**src/rtl/ps2_pkg.sv**
```systemverilog
// Shared types and command constants for the PS/2 host transmit path.
package ps2_pkg;

  typedef enum logic [2:0] {
    IDLE,
    INHIBIT,
    RTS,
    DATA,
    PARITY,
    STOP,
    WAIT_IDLE
  } ps2_tx_state_e;

  localparam logic [7:0] PS2_CMD_SET_LEDS = 8'hED;
  localparam logic [7:0] PS2_CMD_RESET    = 8'hFF;
  localparam logic [7:0] PS2_CMD_ENABLE   = 8'hF4;
  localparam logic [7:0] PS2_RSP_ACK      = 8'hFA;

endpackage

```
**src/rtl/ps2_host_tx_sync.sv**
```systemverilog
// Multi-stage synchroniser for the PS/2 clock and data lines plus clock falling-edge detect.
module ps2_sync_edge #(
  parameter int unsigned SYNC_STAGES = 2
) (
  input  logic clk,
  input  logic rst,
  input  logic ps2_clk,
  input  logic ps2_dat,
  output logic clk_s,
  output logic dat_s,
  output logic clk_fall
);

  logic [SYNC_STAGES-1:0] clk_q;
  logic [SYNC_STAGES-1:0] dat_q;
  logic                   clk_d;

  // Idle PS/2 lines are pulled high, so reset to 1 to avoid a spurious edge.
  always_ff @(posedge clk) begin
    if (rst) begin
      clk_q <= '1;
      dat_q <= '1;
      clk_d <= 1'b1;
    end else begin
      clk_q <= {clk_q[SYNC_STAGES-2:0], ps2_clk};
      dat_q <= {dat_q[SYNC_STAGES-2:0], ps2_dat};
      clk_d <= clk_q[SYNC_STAGES-1];
    end
  end

  assign clk_s    = clk_q[SYNC_STAGES-1];
  assign dat_s    = dat_q[SYNC_STAGES-1];
  assign clk_fall = clk_d & ~clk_s;

endmodule

```
**src/rtl/ps2_host_tx.sv**
```systemverilog
// Host-to-device PS/2 command transmitter driving open-collector enables.
// Optional PS2_TX_RETRY_EN: up to two automatic retries before TX_ERR.
module ps2_host_tx
  import ps2_pkg::*;
#(
  parameter int unsigned INHIBIT_CYCLES = 5000,
  parameter int unsigned TIMEOUT_CYCLES = 750000,
  parameter int unsigned SYNC_STAGES    = 2
) (
  input  logic       CLOCK_50,
  input  logic       RESET_H,
  input  logic [7:0] TX_DATA,
  input  logic       TX_VALID,
  output logic       TX_READY,
  input  logic       PS2_CLK_IN,
  input  logic       PS2_DAT_IN,
  output logic       PS2_CLK_OE,
  output logic       PS2_DAT_OE,
  output logic       TX_DONE,
  output logic       TX_ERR
);

  localparam int unsigned INH_W = $clog2(INHIBIT_CYCLES + 1);
  localparam logic [INH_W-1:0] INH_LAST = INH_W'(INHIBIT_CYCLES - 1);
  localparam logic [19:0]      TMO_LAST = 20'(TIMEOUT_CYCLES - 1);

  ps2_tx_state_e    state;
  logic [INH_W-1:0] inh_cnt;
  logic [19:0]      tmo_cnt;
  logic [3:0]       bit_cnt;
  logic [2:0]       nxt_idx;
  logic [7:0]       data_q;
  logic             parity_q;
  logic             clk_oe, dat_oe, done, err;
  logic             clk_s, dat_s, clk_fall;
  logic             active, timeout, nack, fail;
`ifdef PS2_TX_RETRY_EN
  logic [1:0]       retry_cnt;
`endif

  ps2_sync_edge #(.SYNC_STAGES(SYNC_STAGES)) u_sync (
    .clk      (CLOCK_50),
    .rst      (RESET_H),
    .ps2_clk  (PS2_CLK_IN),
    .ps2_dat  (PS2_DAT_IN),
    .clk_s    (clk_s),
    .dat_s    (dat_s),
    .clk_fall (clk_fall)
  );

  always_comb begin
    active  = (state != IDLE) && (state != INHIBIT);
    timeout = active && (tmo_cnt == TMO_LAST);
    nack    = (state == STOP) && clk_fall && dat_s;
    fail    = timeout || nack;
    nxt_idx = bit_cnt[2:0] + 3'd1;
  end

  always_ff @(posedge CLOCK_50) begin
    if (RESET_H) begin
      state    <= IDLE;
      inh_cnt  <= '0;
      tmo_cnt  <= '0;
      bit_cnt  <= '0;
      data_q   <= '0;
      parity_q <= 1'b0;
      clk_oe   <= 1'b0;
      dat_oe   <= 1'b0;
      done     <= 1'b0;
      err      <= 1'b0;
`ifdef PS2_TX_RETRY_EN
      retry_cnt <= '0;
`endif
    end else begin
      done <= 1'b0;
      err  <= 1'b0;
      // Timeout and missing ack share one exit; it outranks every other transition.
      if (fail) begin
        dat_oe  <= 1'b0;
        inh_cnt <= '0;
        tmo_cnt <= '0;
`ifdef PS2_TX_RETRY_EN
        if (retry_cnt != 2'd2) begin
          retry_cnt <= retry_cnt + 2'd1;
          clk_oe    <= 1'b1;
          state     <= INHIBIT;
        end else begin
          clk_oe <= 1'b0;
          err    <= 1'b1;
          state  <= IDLE;
        end
`else
        clk_oe <= 1'b0;
        err    <= 1'b1;
        state  <= IDLE;
`endif
      end else begin
        if (active) tmo_cnt <= tmo_cnt + 20'd1;
        case (state)
          IDLE: if (TX_VALID) begin
            data_q   <= TX_DATA;
            parity_q <= ~^TX_DATA;
            inh_cnt  <= '0;
            clk_oe   <= 1'b1;
            state    <= INHIBIT;
`ifdef PS2_TX_RETRY_EN
            retry_cnt <= '0;
`endif
          end
          INHIBIT: if (inh_cnt == INH_LAST) begin
            inh_cnt <= '0;
            tmo_cnt <= '0;
            clk_oe  <= 1'b0;
            dat_oe  <= 1'b1;
            state   <= RTS;
          end else begin
            inh_cnt <= inh_cnt + 1'b1;
          end
          RTS: if (clk_fall) begin
            dat_oe  <= ~data_q[0];
            bit_cnt <= '0;
            state   <= DATA;
          end
          DATA: if (clk_fall) begin
            if (bit_cnt == 4'd7) begin
              dat_oe <= ~parity_q;
              state  <= PARITY;
            end else begin
              dat_oe  <= ~data_q[nxt_idx];
              bit_cnt <= bit_cnt + 4'd1;
            end
          end
          PARITY: if (clk_fall) begin
            dat_oe <= 1'b0;
            state  <= STOP;
          end
          STOP: if (clk_fall) state <= WAIT_IDLE;
          WAIT_IDLE: if (clk_s && dat_s) begin
            done  <= 1'b1;
            state <= IDLE;
          end
          default: state <= IDLE;
        endcase
      end
    end
  end

  assign TX_READY   = (state == IDLE);
  assign PS2_CLK_OE = clk_oe;
  assign PS2_DAT_OE = dat_oe;
  assign TX_DONE    = done;
  assign TX_ERR     = err;

endmodule
```
**config.mk**
```make
export PLATFORM = sky130hd
export DESIGN_NAME = ps2_host_tx
export DESIGN_NICKNAME = d
export VERILOG_FILES = /design/src/rtl/ps2_pkg.sv /design/src/rtl/ps2_host_tx_sync.sv /design/src/rtl/ps2_host_tx.sv
export SDC_FILE = /design/constraint.sdc
export NUM_CORES = 1
export LEC_CHECK = 0
export ABC_AREA = 1
export BUFFER_PORTS_ARGS = -buffer_cell sky130_fd_sc_hd__buf_4
export CAP_MARGIN = 20
export CORE_AREA = 3 3 83 85
export DETAILED_ROUTE_END_ITERATION = 10
export DIE_AREA = 0 0 86 88
export GPL_ROUTABILITY_DRIVEN = 0
export PLACE_DENSITY = 0.7
export SYNTH_ARGS = -nofsm -noshare
export SYNTH_HDL_FRONTEND = slang
export SYNTH_SLANG_ARGS = --single-unit
```
**constraint.sdc**
```tcl
create_clock -name CLOCK_50 -period 4.7 [get_ports CLOCK_50]
set_clock_uncertainty 0.15 [all_clocks]
set_input_delay 0.235 -clock CLOCK_50 [delete_from_list [all_inputs] [get_ports CLOCK_50]]
set_output_delay 0.235 -clock CLOCK_50 [all_outputs]
set_load 0.01 [all_outputs]
```
# After elaboration in Yosys (flattened, before gate mapping)
# Index checks and enable logic that the tools add are counted.
# word_totals
regBits	58
inputBits	13
wordCells	96
# classes
addsub	4
order_cmp	1
n_eq_ne	19
muxes	32
bitwise_logic	7
n_reduce_logical	20
# op_table
cell	count
2-to-1 mux 20 bit	3
2-to-1 mux 13 bit	2
case mux 13 bit (2 select lines)	1
2-to-1 mux 3 bit	8
case mux 3 bit (7 select lines)	1
adder 20 x 1 -> 20 bit (second input constant)	1
== test 20 bit (second input constant)	1
inequality test 2 bit (second input constant)	9
adder 13 x 1 -> 13 bit (second input constant)	1
== test 13 bit (second input constant)	1
2-to-1 mux 4 bit	3
2-to-1 mux 1 bit	10
AND reduction 5 bit	2
== test 3 bit (second input constant)	3
case mux 4 bit (2 select lines)	1
AND reduction 8 bit	1
XNOR reduction 8 bit	1
== test 3 x 2 -> 1 bit (second input constant)	2
NOT 1 bit	6
AND reduction 3 bit	2
logical AND 1 bit	5
adder 4 x 1 -> 4 bit (second input constant)	1
== test 4 x 3 -> 1 bit (second input constant)	1
< comparator 3 x 4 -> 1 bit (second input constant)	1
other kinds (15)	16

# Longest topological paths before layout
# Gate-level depths: netlist of run 1.
# logic_depth
depth_word	7
ltp_mapped	11

# Hierarchy
# From an unflattened synthesis of run 1, not the netlist that was laid out.
# hier_totals
hier_cells	474
hier_area_um2	3184.3
# modules_own_cells
module	n_inst	cells_each	area_per_inst_um2	seq_area_each_um2
ps2_host_tx	1	456	3035.4	1061.0
ps2_sync_edge	1	18	148.9	100.1

# Least setup slack after synthesis of run 1
# Ideal clock, no wire load.
# synth_path
kind	register to register
start	reg tmo_cnt[0]
end	reg tmo_cnt[7]
setup_time_ns	0.115
arrival_ns	1.309
required_time_ns	4.435
setup_slack_ns	3.126
path_stages_with_launch	10
synth_period_minus_slack_ns	1.574
cell_sequence	dfxtp_1 > ha_1 > inv_1 > nor2_2 > nand3_1 > nor2_2 > nand2_4 > nand4_4 > buf_8 > nor2_2
# synth_via
elab_chain_len	4
# synth_lines
element	line	rtl
start, declared	ps2_host_tx.sv:29	logic [19:0] tmo_cnt;
start signal, assigned	ps2_host_tx.sv:98	if (active) tmo_cnt <= tmo_cnt + 20'd1;
adder 20 x 1 -> 20 bit or == test 20 bit (tied branches)	ps2_host_tx.sv:98, ps2_host_tx.sv:53	
2-to-1 mux 20 bit or logical AND 1 bit (tied branches)	ps2_host_tx.sv:98, ps2_host_tx.sv:53	
2-to-1 mux 20 bit or logical OR 1 bit (tied branches)	ps2_host_tx.sv:110, ps2_host_tx.sv:55	
2-to-1 mux 20 bit or OR reduction 2 bit (tied branches)	n/a	
# Several ways; a longest one is shown, not always the timed one.
# A chain may end at the register's enable or synchronous reset.

# Worst setup path after layout of run 1
# layout_path
start	reg state[2]
end	out TX_READY
# layout_via
elab_chain_len	1
# layout_lines
element	line	rtl
start, declared	ps2_host_tx.sv:27	ps2_tx_state_e state;
start signal, assigned	ps2_host_tx.sv:61	state <= IDLE;
start signal, assigned	ps2_host_tx.sv:95	state <= IDLE;
start signal, assigned	ps2_host_tx.sv:105	state <= INHIBIT;
logical NOT 3 bit	ps2_host_tx.sv:148	assign TX_READY = (state == IDLE);
end, declared	ps2_host_tx.sv:14	output logic TX_READY,
# Every way passes these cells.

==> results.yml, run 1 <==
sta:
  tightest_slew_ns: 0.576
  report.final.slew_viol_count: 0
  max-slew-margin-rel_pct: 61.3
  rsz0062_at_grt: "no"
  timing.final.crit_period_ns: 2.13
  timing_hold_violations_final: 0
  report.final.setup_viol: 0
  setup_total_negative_slack_ns: 0
  fmax_mhz: 469
  finalCritPeriodShare_pct: 45.4
  finalWorstSetupSlack_ns: 2.57
run_status:
  run_status: "finished, final reports clean"
placement:
  post-place-ws_ns: 2.57
  numPortBuffers: 17
  dp_hpwl_um: 5270
floorplanning:
  fp-row-count: 29
  die_height_um: 88
  ioPinCount: 18
  placeableCoreArea_um2: 6280
  die_width_um: 86
  dieArea_um2: 7570
  initial_utilization_pct: 53.6
logic_synthesis:
  syn-cell-area_um2: 3360
  synthCells: 501
  synth_warnings: 0
  synth_nets: 517
  synth-seq-cells: 58
  synth.distinct_cells: 31
  post_synth.cell_area_avg_um2: 6.71
  synth_seq_area_share_pct: 34.5
clock_tree:
  cts.htree.levels: 3
  clk_root_buffer_cell: "sky130_fd_sc_hd__clkbuf_8"
  clkSlewWorstSetupHoldPaths_ns: 0.06
  cts.repair_timing.setup_buffer_count: 0
  clock_path_buffers: 2
  clock_network_latency_to_the_later_pin_of_the_worst_skew_pair_ns: 0.34
  tritoncts: "built"
  cts_buffers: 9
  numClockSinks: 58
grt:
  first_global_vias: 2827
  global_route_wire_length_before_repair_um: 12200
  grt_max_degree: 19
  gr-total-overflow: 0
  globalRouteTotalUtil_pct: 20.3
  antenna_violations_before_repair: 0
drt:
  post_drt_via_cell_ratio: 5.09
  drt_first_pass_iters: 5
  detail-route-antenna-nets: 0
  drc: 0
  route.detailed.wl_per_inst_um: 11.8
  detail_route.wirelength_um: 7120
  detailroute.via_count: 3071
  drc_violation_total_after_the_first_tritonroute_iteration: 131
layout:
  final_layout_size_suffix_gt1_share_pct: 13.5
  finalNetCount: 538
  area_growth_pct: 10.3
  antenna_cells_inserted: 0
  final_util_pct: 59.1
  filler_cells: 599
setup_path:
  end_kind: "output port"
  worstPathArrival_ns: 1.75
  required_ns: 4.32
  path_max_fanout: 12
  cp-start-kind: "register"
  crit_type: "reg -> out"
power:
  power.combinational.fraction_pct: 29.2
  netSwitchingPower_uw: 511
  switching_share_pct: 36.4
  clock_power_share_pct: 28.9
  power_frac_seq_pct: 41.9
  power_density_relative_to_cell_area_nw_per_um2: 379
  internal_power_uw: 894
  vdd_drop_max_mv: 0.267
  p_total_uw: 1400
  leakage_uw: 0.00151
job:
  drv.max_cap_violation_count: 0
hold_path:
  min_path_type: "in -> reg"
## per-layer routing
| metal | up-vias | share of wire [%] | global-route usage [%] |
|---|---|---|---|
| li1 | 1632 | - | - |
| met1 | 1377 | 46 | 24.4 |
| met2 | 50 | 48 | 34.0 |
| met3 | 12 | 3.6 | 5.27 |
| met4 | 0 | 2.1 | 8.92 |
| met5 | - | 0 | 0 |
## sequential cells by signal, indices dropped and copies added (netlist names)
name / count
tmo_cnt: 20
parity_q: 1
u_sync.clk_q: 2
PS2_DAT_OE: 1
PS2_CLK_OE: 1
data_q: 8
u_sync.dat_q: 2
inh_cnt: 13
bit_cnt: 4
state: 3
TX_DONE: 1
u_sync.clk_d: 1
TX_ERR: 1
## power by group through the flow
stage	logic, µW	clock network (µW)	registers, µW
finish	410	407	588
global route	471	442	596
CTS	414	418	588
detailed placement	411	0	599
global placement	402	0	598
floorplan	329	0	589
## cell usage after synthesis, drive strengths merged
library cell / n / area, µm²
a21oi: 35 / 186
buf: 7 / 63.8
clkbuf: 3 / 12.5
dfxtp: 58 / 1160
ha: 3 / 37.5
inv: 63 / 236
nand2: 142 / 551
nand3: 42 / 233
nand3b: 3 / 22.5
nand4: 16 / 143
nor2: 77 / 369
nor3: 11 / 60.1
o21ai: 16 / 80.1
or2: 5 / 31.3
xnor2: 8 / 70.1
xor2: 12 / 105
## kinds of logic after synthesis
logic type,Yosys count,share of synthesized area (%)
compound gates,51,7.93
xor+xnor,20,5.21
fa+ha+maj,3,1.12
buf+inv,73,9.30
flops,58,34.5
simple gates,296,41.9
## worst max-delay path, cell delays in order (launching register included)
cell	delay, ns
sky130_fd_sc_hd__dfxtp_1	0.43
sky130_fd_sc_hd__nor2_2	0.51
sky130_fd_sc_hd__nand2_1	0.20
sky130_fd_sc_hd__inv_1	0.14
sky130_fd_sc_hd__buf_4	0.13
## placed cells by master (no fill, tap or decap), drive strengths merged
cell type / n
nand3: 42
xnor2: 8
clkinv: 3
nand4: 16
nand3b: 3
nor3: 11
a21oi: 35
dfxtp: 58
or2: 5
clkbuf: 12
o21ai: 16
inv: 63
dlygate4sd3: 3
nand2: 142
nor2: 77
ha: 3
buf: 17
xor2: 12
## per-stage QoR
stage / hold WS, ns / instances / cell area (µm²)
final: 0.0428 / 603 / 3710
after global routing: 0.0390 / 603 / 3710
after CTS: 0.0346 / 603 / 3710
after detailed placement: 0.245 / 585 / 3510
after global placement: 0.241 / 585 / 3510
after floorplan: 0.189 / 501 / 3360
## final timing paths
| check | start | to | slack [ns] | depth (start not counted) |
|---|---|---|---|---|
| hold / removal | TX_DATA[6] | data_q[6] | 0.04 | 3 |
| setup reg to reg | state[2] | state[2] | 2.58 | 6 |
| hold reg to reg | u_sync.dat_q[0] | u_sync.dat_q[1] | 0.26 | 1 |
| setup / recovery | state[2] | TX_READY | 2.57 | 4 |
## final cells by class
class | count | area, µm² | share of cell area, %
multi-input combinational | 370 | 1890 | 50.9
sequential | 58 | 1160 | 31.3
inverter | 63 | 236 | 6.37
timing repair buffer | 20 | 158 | 4.25
clock buffer | 12 | 155 | 4.18
tap | 77 | 96.3 | 2.60
clock inverter | 3 | 15.0 | 0.405
## what timing repair did
action                                  CTS  global route
resized for setup                         0             0
hold buffers                              3             0
endpoints found under the setup margin    0             0
hold endpoints to repair                  6             0
(Power assumes the default switching activity.)
==> inputs of run 2 (changes only) <==
--- a/config.mk
+++ b/config.mk
@@ -12,7 +12,7 @@
 export DETAILED_ROUTE_END_ITERATION = 10
 export DIE_AREA = 0 0 86 88
 export GPL_ROUTABILITY_DRIVEN = 0
-export PLACE_DENSITY = 0.7
+export PLACE_DENSITY = 0.73
 export SYNTH_ARGS = -nofsm -noshare
 export SYNTH_HDL_FRONTEND = slang
 export SYNTH_SLANG_ARGS = --single-unit
==> constraint.sdc (replaced) <==
create_clock -name CLOCK_50 -period 1.75 [get_ports CLOCK_50]
set_clock_uncertainty 0.15 [all_clocks]
set_input_delay 0.0875 -clock CLOCK_50 [delete_from_list [all_inputs] [get_ports CLOCK_50]]
set_output_delay 0.0875 -clock CLOCK_50 [all_outputs]
set_load 0.01 [all_outputs]
==> run 2 against run 1 <==
- die area unchanged
- sequential share of layout area decreased by 3.8 points
- worst hold slack improved by 0.16 ns
- register-to-register slack got worse by 2.5 ns
- flip-flop and latch count unchanged
- routed wire length increased by 13%
- via count increased by 7.5%
- critical endpoint is now inh_cnt[12]
==> results.yml, run 2 (synthesized netlist as in run 1, its figures left out) <==
clock_tree:
  cts_buffers: 9
  clock_path_buffers: 2
  cts.htree.levels: 3
  clk_root_buffer_cell: "sky130_fd_sc_hd__clkbuf_8"
  clock_network_latency_to_the_later_pin_of_the_worst_skew_pair_ns: 0.33
  numClockSinks: 58
  clkSlewWorstSetupHoldPaths_ns: 0.07
  tritoncts: "built"
drt:
  detail-route-antenna-nets: 0
  met2RoutedLength_um: 3880
  drc_violation_total_after_the_first_tritonroute_iteration: 326
  detail_route.wirelength_um: 8050
  wl_met1_um: 3610
  drc: 0
  routed.top_layer: "met4"
  detailroute.via_count: 3302
  met3_length_um: 413
  post_drt_via_cell_ratio: 5.13
  route.detailed.wl_per_inst_um: 12.5
  drt_first_pass_iters: 5
setup_path:
  required_ns: 1.87
  cp-start-kind: "register"
  path_max_fanout: 4
  crit_type: "reg -> reg"
  worstPathArrival_ns: 1.81
  end_kind: "register"
run_status:
  run_status: "finished, final reports clean"
floorplanning:
  die_width_um: 86
  dieArea_um2: 7570
  die_height_um: 88
  placeableCoreArea_um2: 6280
  ioPinCount: 18
  fp-row-count: 29
  initial_utilization_pct: 53.6
grt:
  global_route_wire_length_before_repair_um: 12500
  grt_max_degree: 19
  globalRouteTotalUtil_pct: 20.5
  gr-total-overflow: 0
  antenna_violations_before_repair: 0
  first_global_vias: 2907
layout:
  finalNetCount: 578
  antenna_cells_inserted: 0
  final_cell_mix: "sky130_fd_sc_hd__nand2_1, sky130_fd_sc_hd__inv_1, sky130_fd_sc_hd__nor2_1"
  filler_cells: 542
  mostFrequentLayoutCell: "sky130_fd_sc_hd__nand2_1"
  area_growth_pct: 26.6
  final_layout_size_suffix_gt1_share_pct: 21.7
  design_area_um2: 4260
  regMostFlops: "tmo_cnt"
  largest_register_ffs: 20
  largestRegisters: "tmo_cnt x20, inh_cnt x13, data_q x8"
  stdcell_count: 644
sta:
  tightest_slew_ns: 0.354
  fmax_mhz: 595
  timing_hold_violations_final: 0
  finalCritPeriodShare_pct: 96.1
  max-slew-margin-rel_pct: 76.2
  report.final.slew_viol_count: 0
  report.final.setup_viol: 0
  timing.final.crit_period_ns: 1.68
placement:
  postPlaceCellArea_um2: 3680
  dp_hpwl_um: 5460
  placed_cells: 605
  numPortBuffers: 17
power:
  vdd_drop_max_mv: 0.816
  power_density_relative_to_cell_area_nw_per_um2: 1040
  leakage_uw: 0.00175
job:
  drv.max_cap_violation_count: 0
hold_path:
  min_path_type: "in -> reg"
-- run 2: cell count changes in the layout (fill, tap and decap cells not counted), sizes merged --
cell	delta
buf	+27
dlygate4sd3	+10
bufinv	+2
clkinvlp	+2
clkbuf	-1
clkinv	+1
inv	-1
nand4	+1
-- run 2: final cells by class --
type                       count  area [µm²]  share of cell area, %
multi-input combinational    371        2000                   47.1
sequential                    58        1170                   27.5
timing repair buffer          58         523                   12.3
inverter                      63         240                   5.64
clock buffer                  10         138                   3.23
tap                           77        96.3                   2.26
clock inverter                 6        80.1                   1.88
timing repair inverter         1        7.51                  0.176
-- run 2: power by group --
part           leakage [µW]  internal [µW]  switching, µW  total (µW)
logic               0.00116            604            868        1470
registers          0.000474           1480            101        1580
clock network      0.000116            830            526        1360
total               0.00175           2910           1490        4410
-- run 2: final timing paths --
path              depth (start not counted)             from         endpoint  slack (ns)
hold reg to reg                           1  u_sync.dat_q[0]  u_sync.dat_q[1]        0.26
setup / recovery                         11       inh_cnt[0]      inh_cnt[12]        0.07
hold / removal                            5         TX_VALID         parity_q        0.21
setup reg to reg                         11       inh_cnt[0]      inh_cnt[12]        0.07
-- run 2: critical path, stage by stage, from the launching register on --
cell and delay, ns:
sky130_fd_sc_hd__dfxtp_2 0.35, sky130_fd_sc_hd__ha_2 0.19, sky130_fd_sc_hd__nand2_2 0.09, sky130_fd_sc_hd__inv_1 0.13, sky130_fd_sc_hd__nand3_2 0.09, sky130_fd_sc_hd__nor2_2 0.15
sky130_fd_sc_hd__nand2_2 0.10, sky130_fd_sc_hd__nor2_4 0.13, sky130_fd_sc_hd__nand2_1 0.05, sky130_fd_sc_hd__nand2_1 0.06, sky130_fd_sc_hd__nand2_1 0.05, sky130_fd_sc_hd__nor2_1 0.07
-- run 2: metrics by stage --
| step | hold WS, ns | utilization, % | setup TNS [ns] | setup slack [ns] | total power [µW] |
|---|---|---|---|---|---|
| 6_report | 0.206 | 67.8 | 0 | 0.0683 | 4410 |
| 2_1_floorplan | 0.0413 | - | 0 | 0.176 | 2460 |
| 3_3_place_gp | 0.122 | 58.7 | 0 | 0.0557 | 2860 |
| 3_5_place_dp | 0.131 | 58.7 | 0 | 0.0223 | 2890 |
| 5_1_grt | 0.230 | 67.8 | -0.156 | -0.0498 | 4670 |
| 4_1_cts | 0.0509 | 64.2 | 0 | 0.00476 | 4260 |
-- run 2: routing by layer --
layer	vias up	GRT usage, %
li1	1717	-
met1	1478	26.2
met2	93	33.6
met3	14	3.95
met4	0	9.35
met5	-	0
-- run 2: timing repair --
action,CTS,global route
hold endpoints to repair,16,0
hold buffers,13,0
setup buffers,0,7
resized for setup,0,31
setup endpoints to repair,0,42
==> inputs of run 3 (changes only) <==
--- a/config.mk
+++ b/config.mk
@@ -12,7 +12,9 @@
 export DETAILED_ROUTE_END_ITERATION = 10
 export DIE_AREA = 0 0 86 88
 export GPL_ROUTABILITY_DRIVEN = 0
+export MAX_ROUTING_LAYER = met4
 export PLACE_DENSITY = 0.73
+export SETUP_SLACK_MARGIN = 0.05
 export SYNTH_ARGS = -nofsm -noshare
 export SYNTH_HDL_FRONTEND = slang
 export SYNTH_SLANG_ARGS = --single-unit
==> run 3 against run 2 <==
- critical endpoint unchanged
- final cell count is 0.93% higher
- flip-flop and latch count unchanged
- clock power barely moved
- core utilization grew 1.1 points
- setup slack about the same
- total power rose by 2.7%
==> results.yml, run 3 (synthesized netlist as in run 1, its figures left out) <==
layout:
  final_util_pct: 68.9
  final_layout_size_suffix_gt1_share_pct: 23.9
  area_growth_pct: 28.7
  largest_register_ffs: 20
  antenna_cells_inserted: 0
  largestRegisters: "tmo_cnt x20, inh_cnt x13, data_q x8"
  stdcell_count: 650
  mostFrequentLayoutCell: "sky130_fd_sc_hd__nand2_1"
  finalNetCount: 584
  final_cell_mix: "sky130_fd_sc_hd__nand2_1, sky130_fd_sc_hd__inv_1, sky130_fd_sc_hd__nor2_1"
  regMostFlops: "tmo_cnt"
grt:
  global_route_wire_length_before_repair_um: 12600
  globalRouteTotalUtil_pct: 21.3
  first_global_vias: 2929
  grt_max_degree: 17
  antenna_violations_before_repair: 0
  gr-total-overflow: 0
floorplanning:
  fp-row-count: 29
  ioPinCount: 18
  die_width_um: 86
  dieArea_um2: 7570
  placeableCoreArea_um2: 6280
  die_height_um: 88
  initial_utilization_pct: 53.6
sta:
  timing_hold_violations_final: 0
  rsz0062_at_grt: "yes"
  report.final.setup_viol: 0
  fmax_mhz: 595
  timing.final.crit_period_ns: 1.68
  setup_total_negative_slack_ns: 0
  max-slew-margin-rel_pct: 76.7
  tightest_slew_ns: 0.347
  finalCritPeriodShare_pct: 96.1
  report.final.slew_viol_count: 0
drt:
  drt_first_pass_iters: 5
  post_drt_via_cell_ratio: 5.13
  detail_route.wirelength_um: 8230
  route.detailed.wl_per_inst_um: 12.7
  detail-route-antenna-nets: 0
  routed.top_layer: "met4"
  wl_met1_um: 3650
  met2RoutedLength_um: 4010
  drc_violation_total_after_the_first_tritonroute_iteration: 265
  detailroute.via_count: 3333
  drc: 0
  met3_length_um: 401
run_status:
  run_status: "finished, final reports clean"
job:
  drv.max_cap_violation_count: 0
setup_path:
  required_ns: 1.87
  worst_path_max_delay_cell: "sky130_fd_sc_hd__dfxtp_2"
  cp-start-kind: "register"
  end_kind: "register"
  critPathMostFrequentCell: "sky130_fd_sc_hd__nand2_1"
  worstPathArrival_ns: 1.80
  worstPathCellList: "ha_2 > nand2_2 > inv_1 > nand3_2 > nor2_4 > nand2_2 > nor2_4 > nand2_1 > nand2_1 > nand2_1 > nor2_1"
  path_max_fanout: 4
  crit_type: "reg -> reg"
  worst_path_largest_cell_delay_ns: 0.36
placement:
  numPortBuffers: 17
  placed_cells: 605
  dp_hpwl_um: 5460
clock_tree:
  numClockSinks: 58
  tritoncts: "built"
  clock_path_buffers: 2
  cts_buffers: 9
  cts.htree.levels: 3
  clkSlewWorstSetupHoldPaths_ns: 0.07
  clock_network_latency_to_the_later_pin_of_the_worst_skew_pair_ns: 0.33
  clk_root_buffer_cell: "sky130_fd_sc_hd__clkbuf_8"
power:
  vdd_drop_max_mv: 0.829
  power_density_relative_to_cell_area_nw_per_um2: 1050
  leakage_uw: 0.00178
hold_path:
  min_path_type: "in -> reg"
-- run 3: changes by cell type in the layout (fill, tap and decap cells not counted), moves of 2 or more --
cell	change
sky130_fd_sc_hd__buf_4	+6
sky130_fd_sc_hd__dfxtp_1	-3
sky130_fd_sc_hd__dfxtp_2	+3
sky130_fd_sc_hd__nand3_1	-3
sky130_fd_sc_hd__nand3_4	+2
sky130_fd_sc_hd__nor2_2	-2
sky130_fd_sc_hd__nor2_4	+3
sky130_fd_sc_hd__o21ai_0	-2
sky130_fd_sc_hd__o21ai_1	+2
-- run 3: report_power, final --
| group | internal, µW | leakage, µW | switching (µW) |
|---|---|---|---|
| logic | 676 | 0.00119 | 915 |
| registers | 1480 | 0.000475 | 96.3 |
| clock network | 830 | 0.000116 | 528 |
-- run 3: timing repair --
item / in CTS / in global routing
hold buffers: 13 / 0
pin swaps: 2 / 10
resized for setup: 1 / 43
setup endpoints to repair: 23 / 50
setup buffers: 4 / 9
gates cloned: 0 / 3
hold endpoints to repair: 16 / 0
-- run 3: layout make-up --
class / instances / area, µm²
Sequential cell: 58 / 1170
Clock inverter: 6 / 80.1
Tap cell: 77 / 96.3
Fill cell: 524 / 1950
Timing Repair inverter: 1 / 7.51
Inverter: 63 / 240
Clock buffer: 10 / 138
Multi-Input combinational cell: 371 / 2030
Timing Repair Buffer: 64 / 568
-- run 3: worst paths after layout --
check | start | endpoint | slack (ns) | cells after the start
max | inh_cnt[0] | inh_cnt[12] | 0.07 | 11
min | TX_VALID | parity_q | 0.22 | 5
max reg2reg | inh_cnt[0] | inh_cnt[12] | 0.07 | 11
min reg2reg | u_sync.dat_q[0] | u_sync.dat_q[1] | 0.26 | 1
-- run 3: routing by layer --
metal  vias up  global-route usage [%]
li1       1732                       -
met1      1505                    26.4
met2        80                    34.2
met3        16                    3.67
met4         0                    9.35
met5         -                       -
-- run 3: worst max-delay path: cells and delay by family, from the launching register on --
family                     cells  cell delay (ns)
buffers and inverters          1             0.12
and+or+nand+nor                9             0.79
DFF                            1             0.36
adders and majority gates      1             0.20
-- run 3: per-stage QoR --
step	setup WS (ns)	instance area, µm²	total power, µW	hold slack, ns
floorplan	0.176	3360	2460	0.0413
global placement	0.0557	3680	2860	0.122
detailed placement	0.0223	3680	2890	0.131
CTS	0.0521	4080	4280	0.0509
global route	-0.0317	4330	4790	0.232
finish	0.0687	4330	4530	0.220
